### config.mk
export PLATFORM = sky130hd
export DESIGN_NAME = matmul_mac_sequencer
export DESIGN_NICKNAME = d
export VERILOG_FILES = /design/src/rtl/matmul_mac_sequencer.sv
export SDC_FILE = /design/constraint.sdc
export NUM_CORES = 1
export LEC_CHECK = 0
export CORE_MARGIN = 2
export CORE_UTILIZATION = 30
export DETAILED_ROUTE_END_ITERATION = 8
export GPL_TIMING_DRIVEN = 0
export HOLD_SLACK_MARGIN = 0.05
export PLACE_DENSITY = 0.55
export SYNTH_ARGS = -nofsm -noshare
export SYNTH_HDL_FRONTEND = slang
export SYNTH_SLANG_ARGS = --single-unit
export TNS_END_PERCENT = 5
### constraint.sdc
create_clock -name clk -period 5.25 [get_ports clk]
set_clock_uncertainty 0.1 [all_clocks]
set_input_delay 1.05 -clock clk [delete_from_list [all_inputs] [get_ports clk]]
set_output_delay 1.05 -clock clk [all_outputs]
set_load 0.05 [all_outputs]
### src/rtl/matmul_mac_sequencer.sv
// Sequential MAC engine computing R = A(2xK) * B(Kx4), one multiply-accumulate per clock,
// streaming each finished element to the register file. Define MATMUL_SAT_EN to saturate instead of wrap.
module matmul_mac_sequencer #(
  parameter int ELEM_W = 3,
  parameter int K_DIM  = 2,
  parameter int OUT_W  = 6
) (
  input  logic                        clk,
  input  logic                        reset,
  input  logic                        start,
  input  logic [2*K_DIM*ELEM_W-1:0]   a_flat,
  input  logic [4*K_DIM*ELEM_W-1:0]   b_flat,
  output logic [OUT_W-1:0]            product_out,
  output logic [3:0]                  reg_specifier,
  output logic                        update_reg,
  output logic                        busy,
  output logic                        done
);

  localparam int ACC_W = 2*ELEM_W + $clog2(K_DIM) + 1;
  localparam logic [3:0] K_LAST = 4'(K_DIM - 1);

  typedef enum logic [1:0] {S_IDLE, S_MAC, S_WRITE, S_DONE} state_t;

  state_t                      state_q, state_d;
  logic [2*K_DIM*ELEM_W-1:0]   a_q, a_d;
  logic [4*K_DIM*ELEM_W-1:0]   b_q, b_d;
  logic [ACC_W-1:0]            acc_q, acc_d;
  logic [2:0]                  i_q, i_d;
  logic [3:0]                  k_q, k_d;
  logic [OUT_W-1:0]            product_q, product_d;
  logic [2:0]                  spec_q, spec_d;
  logic                        upd_q, upd_d;
  logic                        busy_q, busy_d;
  logic                        done_q, done_d;

  logic [ELEM_W-1:0]           a_el, b_el;
  logic [ACC_W-1:0]            sum;

  // Result formatting toward the narrower register-file element.
  function automatic logic [OUT_W-1:0] fmt(input logic [ACC_W-1:0] v);
`ifdef MATMUL_SAT_EN
    if ((v >> OUT_W) != '0) return '1;
    return OUT_W'(v);
`else
    return OUT_W'(v);
`endif
  endfunction

  always_comb begin
    state_d   = state_q;
    a_d       = a_q;
    b_d       = b_q;
    acc_d     = acc_q;
    i_d       = i_q;
    k_d       = k_q;
    product_d = product_q;
    spec_d    = spec_q;
    upd_d     = upd_q;
    busy_d    = busy_q;
    done_d    = done_q;

    // Row of A comes from index bit 2, column of B from bits 1:0.
    a_el = a_q[(int'(i_q[2])*K_DIM + int'(k_q))*ELEM_W +: ELEM_W];
    b_el = b_q[(int'(k_q)*4 + int'(i_q[1:0]))*ELEM_W +: ELEM_W];
    sum  = acc_q + ACC_W'(a_el) * ACC_W'(b_el);

    case (state_q)
      S_IDLE: begin
        if (start) begin
          a_d     = a_flat;
          b_d     = b_flat;
          i_d     = '0;
          k_d     = '0;
          acc_d   = '0;
          busy_d  = 1'b1;
          state_d = S_MAC;
        end
      end
      S_MAC: begin
        acc_d = sum;
        if (k_q == K_LAST) begin
          product_d = fmt(sum);
          spec_d    = i_q;
          upd_d     = 1'b1;
          state_d   = S_WRITE;
        end else begin
          k_d = k_q + 4'd1;
        end
      end
      S_WRITE: begin
        upd_d = 1'b0;
        acc_d = '0;
        k_d   = '0;
        if (i_q == 3'd7) begin
          busy_d  = 1'b0;
          done_d  = 1'b1;
          state_d = S_DONE;
        end else begin
          i_d     = i_q + 3'd1;
          state_d = S_MAC;
        end
      end
      default: begin
        done_d  = 1'b0;
        state_d = S_IDLE;
      end
    endcase
  end

  always_ff @(posedge clk or posedge reset) begin
    if (reset) begin
      state_q   <= S_IDLE;
      a_q       <= '0;
      b_q       <= '0;
      acc_q     <= '0;
      i_q       <= '0;
      k_q       <= '0;
      product_q <= '0;
      spec_q    <= '0;
      upd_q     <= 1'b0;
      busy_q    <= 1'b0;
      done_q    <= 1'b0;
    end else begin
      state_q   <= state_d;
      a_q       <= a_d;
      b_q       <= b_d;
      acc_q     <= acc_d;
      i_q       <= i_d;
      k_q       <= k_d;
      product_q <= product_d;
      spec_q    <= spec_d;
      upd_q     <= upd_d;
      busy_q    <= busy_d;
      done_q    <= done_d;
    end
  end

  assign product_out   = product_q;
  assign reg_specifier = {1'b0, spec_q};
  assign update_reg    = upd_q;
  assign busy          = busy_q;
  assign done          = done_q;

endmodule

==> impl_metrics.yaml <==
clocking:
  cts_sinks: 63
  clk_latency_ns: 0.33
  path_clk_slew_ns: 0.06
  root_buffer: "clkbuf_16"
  postCtsSetupBuffers: 0
  cts_buffer_depth: 2
  htree_num_levels: 3
  post_cts_resized: 0
  cts_hold_buf: 0
  cts_buffers: 9
  cts_tree: "done"
cells_and_area:
  fillers: 1057
  drive_above_1_share_pct: 23.5
  final_cell_mix: "dfrtp_1 (63), clkdlybuf4s50_1 (50), mux2_4 (30)"
  nets: 376
  area_growth_pct: 30.3
  reg_top3: "b_q x24, a_q x12"
  largest-register: "b_q"
  final_common_cell: "dfrtp_1"
  largest_reg_flops: 24
  antenna_cells: 0
  design_area_mm2: 0.00441
placement:
  hpwl_mm: 5.04
  placed_area_mm2: 0.00408
  port_buffers: 50
  place_congestion: 0.773
synthesis:
  ys_warn_count: 0
  synth_top_flop_cell: "dfrtp_1"
  ys_ff_latch: 63
  ys_seq_area_share_pct: 46.6
  synthCells: 256
  syn_area_mm2: 0.00338
  synth_cell_type_count: 43
  async_reset_ff_share_pct: 100
  synth_fp_nets: 314
  synth_edf_count: 0
  syn_area_per_cell_um2: 13.2
worst_setup_path:
  r2r_end: "acc_q[5]"
  path_class: "flip-flop to flip-flop"
  reg2reg_depth: 14
  cp.arrival_ns: 4.32
  cp-end-kind: "flip-flop"
  worst-path-max-fanout: 5
  cp-endpoint: "acc_q[5]"
  critPathLaunchType: "flip-flop"
  r2r_slack_ns: 1.08
  required_ns: 5.40
  r2r-start: "i_q[2]"
  crit_start: "i_q[2]"
power_and_ir_drop:
  p_leak_nw: 1.99
  pwr-share-comb_pct: 48.0
  power_frac_seq_pct: 29.2
  p_sw_mw: 1.03
  p_int_mw: 1.84
  p_per_area_mw_per_mm2: 653
  irDropWorstVdd_uv: 245
  swShare_pct: 35.9
  power.share.clock_pct: 22.7
sta:
  max_slew.worst_pin.slew_ns: 0.622
  grt_setup_unrepaired: "no"
  min_period_ns: 4.17
  relSlewSlack_pct: 58.5
  whs_ns: 0.379
  finalHoldViolations: 0
  fin_crit_sh_pct: 79.5
  maxSlewViolCount: 0
  finalSetupTns_ns: 0
  setup_viol: 0
  fmax_mhz: 240
routing:
  drc: 0
  wl_mm: 6.73
  ant_nets: 0
  wl_per_cell_um: 14.5
  vias: 2165
  viasPerCell: 4.68
  first_pass_iters: 4
  drt_iter0_drc: 45
global_route:
  grt_max_degree: 37
  antenna_found_initial: 0
  grt_util_all_layers_pct: 12.4
  grt_overflow_total: 0
  grt_pass1_vias: 2254
  grt_pass1_wl_mm: 11.2
floorplanning:
  io_pins: 52
  die_x_um: 110
  start_util_pct: 30.9
  fp.dieArea_mm2: 0.0121
  die_y_um: 110
  fp-row-count: 38
  fp.coreArea_mm2: 0.0109
hold_path:
  hold_class: "flip-flop to flip-flop"
flow_run:
  max-cap-violations: 0
run_status:
  status: "completed"
## how the worst min path moves through the flow
stage               cells past startpoint        endpoint            from  slack (ns)
finish                                  2  product_out[5]  product_out[5]        0.38
detailed placement                      2  product_out[5]  product_out[5]        0.37
floorplan                               1        acc_q[0]        acc_q[0]        0.37
CTS                                     2  product_out[5]  product_out[5]        0.39
global route                            2  product_out[5]  product_out[5]        0.40
global placement                        2  product_out[2]  product_out[2]        0.37
## synth_stat cells, types with 2 or more instances
master | n | area (µm²)
a21o_1 | 2 | 15.0
a21oi_1 | 8 | 40.0
a22o_1 | 4 | 35.0
a22oi_1 | 2 | 15.0
and3_1 | 2 | 12.5
buf_2 | 2 | 10.0
buf_4 | 2 | 15.0
buf_6 | 5 | 56.3
clkbuf_1 | 3 | 11.3
dfrtp_1 | 63 | 1580
fa_1 | 5 | 100
ha_1 | 14 | 175
inv_1 | 17 | 63.8
mux2_2 | 13 | 146
mux2_4 | 30 | 450
mux2i_1 | 4 | 40.0
mux4_1 | 6 | 158
mux4_2 | 3 | 67.6
nand2_1 | 11 | 41.3
nand2b_1 | 2 | 12.5
nor2_1 | 15 | 56.3
nor3_1 | 5 | 25.0
nor3b_1 | 2 | 15.0
o211ai_1 | 3 | 22.5
o21ai_0 | 12 | 60.1
o22ai_1 | 2 | 12.5
xnor2_1 | 2 | 17.5
xor2_1 | 2 | 17.5
## area by class of cell
| cell class | count | area [µm²] | area share [%] |
|---|---|---|---|
| multi-input combinational | 163 | 1650 | 37.4 |
| inverter | 18 | 67.6 | 1.53 |
| sequential | 63 | 1580 | 35.8 |
| clock inverter | 7 | 104 | 2.36 |
| clock buffer | 9 | 225 | 5.11 |
| timing repair buffer | 51 | 520 | 11.8 |
| buffer | 12 | 92.6 | 2.10 |
| tap | 140 | 175 | 3.97 |
## power groups by stage
| stage | clock network, mW | logic (mW) | registers [mW] |
|---|---|---|---|
| finish | 0.654 | 1.38 | 0.841 |
| global route | 0.692 | 1.54 | 0.874 |
| CTS | 0.665 | 1.41 | 0.845 |
| detailed placement | 0 | 1.40 | 0.847 |
| global placement | 0 | 1.37 | 0.842 |
| floorplan | 0 | 1.00 | 0.904 |
## critical path, stage by stage, from the launching register on
cell       delay, ns
dfrtp_1         0.45
ha_1            0.23
ha_1            0.18
xor2_1          0.16
nor4_1          0.38
nand2_1         0.18
nor2_1          0.17
fa_1            0.46
fa_1            0.55
inv_1           0.07
fa_1            0.46
nand2b_1        0.16
o2bb2ai_1       0.19
xor2_1          0.17
o211ai_1        0.18
## through the flow
stage          total power, mW  utilization [%]  setup slack (ns)  instances
2_1_floorplan             1.91                -              1.44        256
3_3_place_gp              2.21             37.1              1.10        446
3_5_place_dp              2.25             37.3              1.06        447
4_1_cts                   2.92             40.3              1.05        463
5_1_grt                   3.10             40.3             0.828        463
6_report                  2.88             40.3              1.08        463
## kinds of logic (layout without fill, tap and decap cells)
| family | Yosys count | in the layout | share of synthesized area [%] |
|---|---|---|---|
| compound gates | 38 | 38 | 6.99 |
| xor+xnor | 5 | 5 | 1.70 |
| fa+ha+maj | 19 | 19 | 8.13 |
| buf+inv | 30 | 97 | 4.73 |
| flops | 63 | 63 | 46.6 |
| mux | 56 | 56 | 25.5 |
| other cells | 1 | 1 | 0.111 |
| simple gates | 44 | 44 | 6.28 |
## layer usage
metal | vias to the layer above | global-route usage, % | wire, µm
li1 | 1039 | - | -
met1 | 1065 | 17.1 | 3300
met2 | 51 | 18.5 | 2970
met3 | 10 | 3.35 | 327
met4 | 0 | 5.09 | 126
met5 | - | 0 | 0
No activity file was read; power rests on OpenSTA's default activity.
